`src/rtl/uart_tx_stream.sv`:
```
// uart_tx_stream: multi-word UART transmitter; ports clk, n_rst (sync active-low), tx_data/send_data in, serial_out/busy/done/byte_idx out; `UART_TX_PARITY_EN adds an even-parity bit
module uart_tx_stream #(
  parameter int NUM_BYTES    = 36,
  parameter int DATA_BITS    = 8,
  parameter int CLKS_PER_BIT = 8,
  parameter int STOP_BITS    = 1,
  parameter int MSB_FIRST    = 1
) (
  input  logic                               clk,
  input  logic                               n_rst,
  input  logic [NUM_BYTES*DATA_BITS-1:0]     tx_data,
  input  logic                               send_data,
  output logic                               serial_out,
  output logic                               busy,
  output logic                               done,
  output logic [$clog2(NUM_BYTES+1)-1:0]     byte_idx
);
  localparam int IW = $clog2(NUM_BYTES + 1);
  localparam int TW = $clog2(CLKS_PER_BIT);
  localparam int BW = $clog2(DATA_BITS);
  localparam int PW = NUM_BYTES * DATA_BITS;
`ifdef UART_TX_PARITY_EN
  typedef enum logic [2:0] {IDLE, START, DATA, PARITY, STOP} state_t;
`else
  typedef enum logic [1:0] {IDLE, START, DATA, STOP} state_t;
`endif
  state_t               state_q;
  logic [TW-1:0]        tmr_q;
  logic [BW-1:0]        bit_q;
  logic [DATA_BITS-1:0] sh_q;
  logic [PW-1:0]        pay_q;
  logic [IW-1:0]        idx_q;
  logic                 ser_q, busy_q, done_q;
  logic [DATA_BITS-1:0] cur, rev, ord;
  logic                 tick;
  // The word in flight always sits at the top of the payload register, which shifts up one word per frame.
  assign cur  = pay_q[PW-1 -: DATA_BITS];
  for (genvar i = 0; i < DATA_BITS; i++) begin : g_rev
    assign rev[i] = cur[DATA_BITS-1-i];
  end
  // ord is the word rearranged so that bit 0 goes out first.
  assign ord  = (MSB_FIRST != 0) ? rev : cur;
  assign tick = tmr_q == TW'(CLKS_PER_BIT - 1);
  always_ff @(posedge clk) begin
    if (!n_rst) begin
      state_q <= IDLE;
      tmr_q   <= '0;
      bit_q   <= '0;
      sh_q    <= '0;
      pay_q   <= '0;
      idx_q   <= '0;
      ser_q   <= 1'b1;
      busy_q  <= 1'b0;
      done_q  <= 1'b0;
    end else begin
      done_q <= 1'b0;
      tmr_q  <= (state_q == IDLE || tick) ? '0 : tmr_q + TW'(1);
      case (state_q)
        IDLE: if (send_data) begin
          pay_q   <= tx_data;
          bit_q   <= '0;
          idx_q   <= '0;
          busy_q  <= 1'b1;
          ser_q   <= 1'b0;
          state_q <= START;
        end
        START: if (tick) begin
          state_q <= DATA;
          bit_q   <= '0;
          ser_q   <= ord[0];
          sh_q    <= ord >> 1;
        end
        DATA: if (tick) begin
          if (bit_q == BW'(DATA_BITS - 1)) begin
            bit_q   <= '0;
`ifdef UART_TX_PARITY_EN
            state_q <= PARITY;
            ser_q   <= ^cur;
`else
            state_q <= STOP;
            ser_q   <= 1'b1;
`endif
          end else begin
            bit_q <= bit_q + BW'(1);
            ser_q <= sh_q[0];
            sh_q  <= sh_q >> 1;
          end
        end
`ifdef UART_TX_PARITY_EN
        PARITY: if (tick) begin
          state_q <= STOP;
          ser_q   <= 1'b1;
        end
`endif
        STOP: if (tick) begin
          if (bit_q == BW'(STOP_BITS - 1)) begin
            bit_q <= '0;
            idx_q <= idx_q + IW'(1);
            pay_q <= pay_q << DATA_BITS;
            if (idx_q == IW'(NUM_BYTES - 1)) begin
              state_q <= IDLE;
              busy_q  <= 1'b0;
              done_q  <= 1'b1;
              ser_q   <= 1'b1;
            end else begin
              state_q <= START;
              ser_q   <= 1'b0;
            end
          end else begin
            bit_q <= bit_q + BW'(1);
          end
        end
        default: state_q <= IDLE;
      endcase
    end
  end
  assign serial_out = ser_q;
  assign busy       = busy_q;
  assign done       = done_q;
  assign byte_idx   = idx_q;
endmodule

```
`config.mk`:
```
export PLATFORM = sky130hd
export DESIGN_NAME = uart_tx_stream
export DESIGN_NICKNAME = d
export VERILOG_FILES = /design/src/rtl/uart_tx_stream.sv
export SDC_FILE = /design/constraint.sdc
export NUM_CORES = 1
export LEC_CHECK = 0
export CAP_MARGIN = 20
export CORE_MARGIN = 5
export CORE_UTILIZATION = 46
export DETAILED_ROUTE_END_ITERATION = 16
export PLACE_DENSITY = 0.75
export SETUP_SLACK_MARGIN = 0.2
export SYNTH_ARGS = -nofsm -noshare
export SYNTH_HDL_FRONTEND = slang
export SYNTH_SLANG_ARGS = --single-unit
```
`constraint.sdc`:
```
create_clock -name clk -period 1.8 [get_ports clk]
set_input_delay 0.27 -clock clk [delete_from_list [all_inputs] [get_ports clk]]
set_output_delay 0.27 -clock clk [all_outputs]
set_load 0.05 [all_outputs]
```
Yosys cells after proc, flatten, opt, wreduce, memory -nomap -nowiden:

Cells that the tools add are included.

* add/subtract/negate cells: 3
* eq/ne operators: 14
* mux-type cells: 40
* bitwise gates (word level): 1
* reductions and logical operators: 13

Operator list (count)
* $mux 288: 3
* $pmux 288 s2: 1
* $mux 8: 3
* $mux 3: 6
* $mux 6: 3
* $ne 2x2->1 const B: 8
* $pmux 8 s2: 1
* $reduce_and 4->1: 4
* $mux 1: 12
* $mux 2: 6
* $pmux 3 s4: 1
* $pmux 6 s2: 1
* $reduce_and 5->1: 2
* $pmux 2 s4: 1
* $add 3x1->3 const B: 2
* $add 6x1->6 const B: 1
* $eq 3x3->1 const B: 2
* $eq 6x6->1 const B: 1
* $reduce_and 6->1: 1
* $eq 2x2->1 const B: 2
* $pmux 1 s4: 1
* $reduce_bool 2->1: 2
* $logic_not 3->1: 1
* $eq 2x1->1 const B: 1
* 5 further kinds: 5

* flip-flop bits (word level): 313
* input bits: 291
* output and inout bits: 9
* logic and storage cells: 80

Logic depth before layout (Yosys ltp):

* depth in word-level cells: 5
* mapped depth: 10
* gate-level depth less buffers: 6

Worst setup path before layout:

No wires, ideal clock.

* path kind: flip-flop to flip-flop
* from: register state_q[0]
* to: register pay_q[202]
* setup time: 0.146 ns
* arrival time: 1.708 ns
* data required time: 1.654 ns
* path slack: -0.054 ns
* cell stages (with the launch flop): 10
* path buffers: 4
* period minus slack after synthesis: 1.854 ns
* cell sequence: dfxtp_1 > inv_1 > ha_1 > buf_4 > mux2i_4 > a21oi_2 > buf_2 > buf_2 > buf_4 > a211oi_2

* longest elaborated chain between the ends: 3
* elaborated cells between the ends (all ways): 8
* those cells by class: 4 x eq/ne; 1 x mux; 3 x reduce/logical

RTL lines
* from (decl): line 27 `state_t state_q;`
* from (signal assigned): line 46 `state_q <= IDLE;`
* from (signal assigned): line 65 `state_q <= START;`
* from (signal assigned): line 68 `state_q <= DATA;`
* $eq 2x2->1 or $logic_not 2->1 (tied branches): line 58 `case (state_q)`
* $ne 2x2->1 (no line) or $reduce_bool 2->1 (tied branches)
* $reduce_and 4->1 (no line)
* to (signal assigned): line 60 `pay_q <= tx_data;`
* to (signal assigned): line 99 `pay_q <= pay_q << DATA_BITS;`
* to (decl): line 31 `logic [PW-1:0] pay_q;`

Parallel ways exist; a longest one is shown, timed or not.
A chain may end at the register's enable or synchronous reset.

Final worst setup path:

* from: register tmr_q[0]
* to: register pay_q[86]

* longest elaborated chain between the ends: 3

RTL lines
* from (decl): line 28 `logic [TW-1:0] tmr_q;`
* from (signal assigned): line 57 `tmr_q <= (state_q == IDLE || tick) ? '0 : tmr_q + TW'(1);`
* $eq 3x3->1: line 43 `assign tick = tmr_q == TW'(CLKS_PER_BIT - 1);`
* $ne 2x2->1 (no line)
* $reduce_and 4->1 (no line)

No other way between the ends.

==> metrics <==
Final GP Congestion=0.822; DR iter-0 viols=490; top_reg_cell synth=dfxtp_1; number of global-route vias before repair=11329; endpoints failing hold=0; Max Cap Violations=0; DR pass1 iterations=5; CP Capture Type=register; Yosys top cell area share=45.1%; setup violators final=58; RSZ-0062 raised after global routing=yes; GRT Util Overall=20.2%; Final #Nets=2016; Final min period=1.87 ns; CORE AREA=0.0297 mm²; area leader, netlist=dfxtp_1; Slew HR=63.9%; DR vias/cell=5.38; clk slew on worst S/H paths=0.06 ns; initial antenna violation count=1; most frequent cell after synthesis=dfxtp_1; Hold WS=0.376 ns; Final Power=25.8 mW; final WL=35800 µm; DR DRC count=0; Mapped Cells=1419; Max Freq=535 MHz; Worst Clk Skew=0.0201 ns; number of enable flip-flop cells after synthesis=0; Die Height=184 µm; pin count of the biggest net entering global routing=56; most frequent cells after synthesis=312 x dfxtp_1, 295 x nor2_1, 286 x mux2i_1, 269 x a211oi_1, 86 x buf_2; Worst Path Class, Setup=register to register; Clk Latency, worst-skew pair=0.50 ns; Worst Path Required=2.20 ns; clock tree buffer depth=3; number of cell rows=63; vias=11438; critical-path maximum fanout=33; clk sinks=312; Synthesized Nets=1721; Leak=6.59 nW; outcome=complete, but fails checks; Post-Layout Cell Count=2126; clk root buf=clkbuf_16; PortBufs=299; TritonCTS Buffers=35; initial cell density of the core=46.6%; Max Slew Vio Count=0; CTS tree=yes; setup ws final=-0.0680 ns; placed insts=2064; GRT overflow=0; async set-reset flop share out of synthesis=0%; Yosys warnings=0; register bit total from synthesis=312; Finished Core Util=64.7%; P&R area growth vs syn=38.8%; maximum VDD drop=0.000698 V; post-route clock period utilization=104%; power per cell area=1340 mW/mm²; htree depth=2; DIE WIDTH=184 µm; CTS Hold Bufs=0; mapped cell area=0.0139 mm²; CP Launch Type=register; io pins=300; layout cells sized above 1=13.8%; violated checks=negative setup slack; sequential fraction of the synthesis area=45.1%; syn_area_per_cell=9.76 µm²; Die ar.=0.0337 mm²; Avg WL per Cell=16.8 µm; first-pass GRT wire length=56900 µm; Place WS=-0.147 ns; CP arrival=2.27 ns; FILL cells=2360; Yosys cell types=41; worst hold path class=input pin to register; Antenna Violating Nets Remaining=0; worst slew pin tran=0.534 ns; top post-synthesis cells by area=dfxtp_1 45%, mux2i_1 21%, a211oi_1 15%; DP HPWL=25700 µm
-- power breakdown --
group / switching (mW) / leakage, nW / internal (mW)
logic: 4.30 / 3.43 / 4.00
clock network: 2.76 / 0.578 / 4.51
registers: 1.20 / 2.59 / 9.04
-- stage by stage --
stage               setup TNS (ns)  area (µm²)
finish                      -0.989       19200
global route                -23.60       19200
CTS                          -3.79       19100
detailed placement          -16.86       17800
global placement            -10.41       17800
floorplan                        0       14200
-- worst max-delay path, cell delays in order, from the launching register on --
cell and delay [ns]:
dfxtp_2 0.35, ha_4 0.14, ha_4 0.12, nand3b_1 0.16, a21oi_4 0.24, buf_12 0.22, buf_12 0.20, nor2_1 0.07
a211oi_1 0.24
-- worst paths after layout --
check	cells after the start	slack [ns]	to	startpoint
hold reg to reg	1	0.45	tmr_q[0]	tmr_q[0]
setup / recovery	8	-0.07	pay_q[86]	tmr_q[0]
hold / removal	2	0.38	pay_q[6]	tx_data[6]
setup reg to reg	8	-0.07	pay_q[86]	tmr_q[0]
-- layer usage --
metal	global-route usage, %	up-vias	routed length [µm]
li1	-	5788	-
met1	26.9	5316	16100
met2	33.9	272	17000
met3	3.56	62	2000
met4	5.24	0	750
met5	0	-	0
-- cells in the final DEF, fill, tap and decap left out, types with 2 or more instances in the layout --
cell type / synthesis / routed
a2111oi_4: 0 / 2
a211oi_1: 269 / 235
a211oi_2: 20 / 54
a21o_1: 2 / 2
a21oi_1: 12 / 12
a22o_1: 8 / 8
a31oi_1: 2 / 2
and2_1: 3 / 3
buf_12: 0 / 23
buf_16: 0 / 3
buf_4: 7 / 71
buf_6: 2 / 2
bufinv_16: 0 / 4
clkbuf_1: 34 / 5
clkbuf_16: 0 / 37
clkbuf_8: 0 / 5
clkdlybuf4s50_1: 0 / 290
clkinv_2: 0 / 5
dfxtp_1: 312 / 307
dfxtp_2: 0 / 3
dfxtp_4: 0 / 2
ha_1: 11 / 7
ha_4: 0 / 4
inv_1: 12 / 9
inv_2: 0 / 2
mux2i_1: 286 / 285
nand2_1: 8 / 8
nand2b_1: 3 / 3
nand3_1: 6 / 6
nor2_1: 295 / 283
nor2_2: 0 / 12
nor2b_1: 2 / 2
nor3_1: 5 / 5
o2111ai_1: 2 / 2
o21ai_0: 7 / 6
xnor2_1: 4 / 4
-- final cells by class --
type / count / area [µm²] / area share [%]
tap: 390 / 488 / 2.54
timing repair buffer: 389 / 4000 / 20.8
sequential: 312 / 6260 / 32.6
antenna: 1 / 2.50 / 0.0130
clock buffer: 47 / 1010 / 5.27
multi-input combinational: 964 / 7240 / 37.7
inverter: 12 / 52.6 / 0.273
clock inverter: 11 / 161 / 0.840
-- cells by family (layout without fill, tap and decap cells) --
family / count (synthesis) / count (layout) / synth area share (%)
compound gates: 333 / 334 / 18.6
simple gates: 328 / 328 / 9.29
xor+xnor: 4 / 4 / 0.253
buf+inv: 144 / 459 / 4.98
other cells: 0 / 1 / 0
flops: 312 / 312 / 45.1
mux: 287 / 287 / 20.8
fa+ha+maj: 11 / 11 / 0.994
-- registers in the layout, summed over array words and instances (netlist names) --
signal,flops
serial_out,1
pay_q,288
done,1
bit_q,3
sh_q,7
byte_idx,6
state_q,2
busy,1
tmr_q,3
-- repair_timing --
action | CTS | global route
gates cloned | 1 | 0
resized for setup | 27 | 21
buffers inserted | 2 | 0
endpoints found under the setup margin | 306 | 307
pin swaps | 8 | 7
No activity file was read; power rests on OpenSTA's default activity.
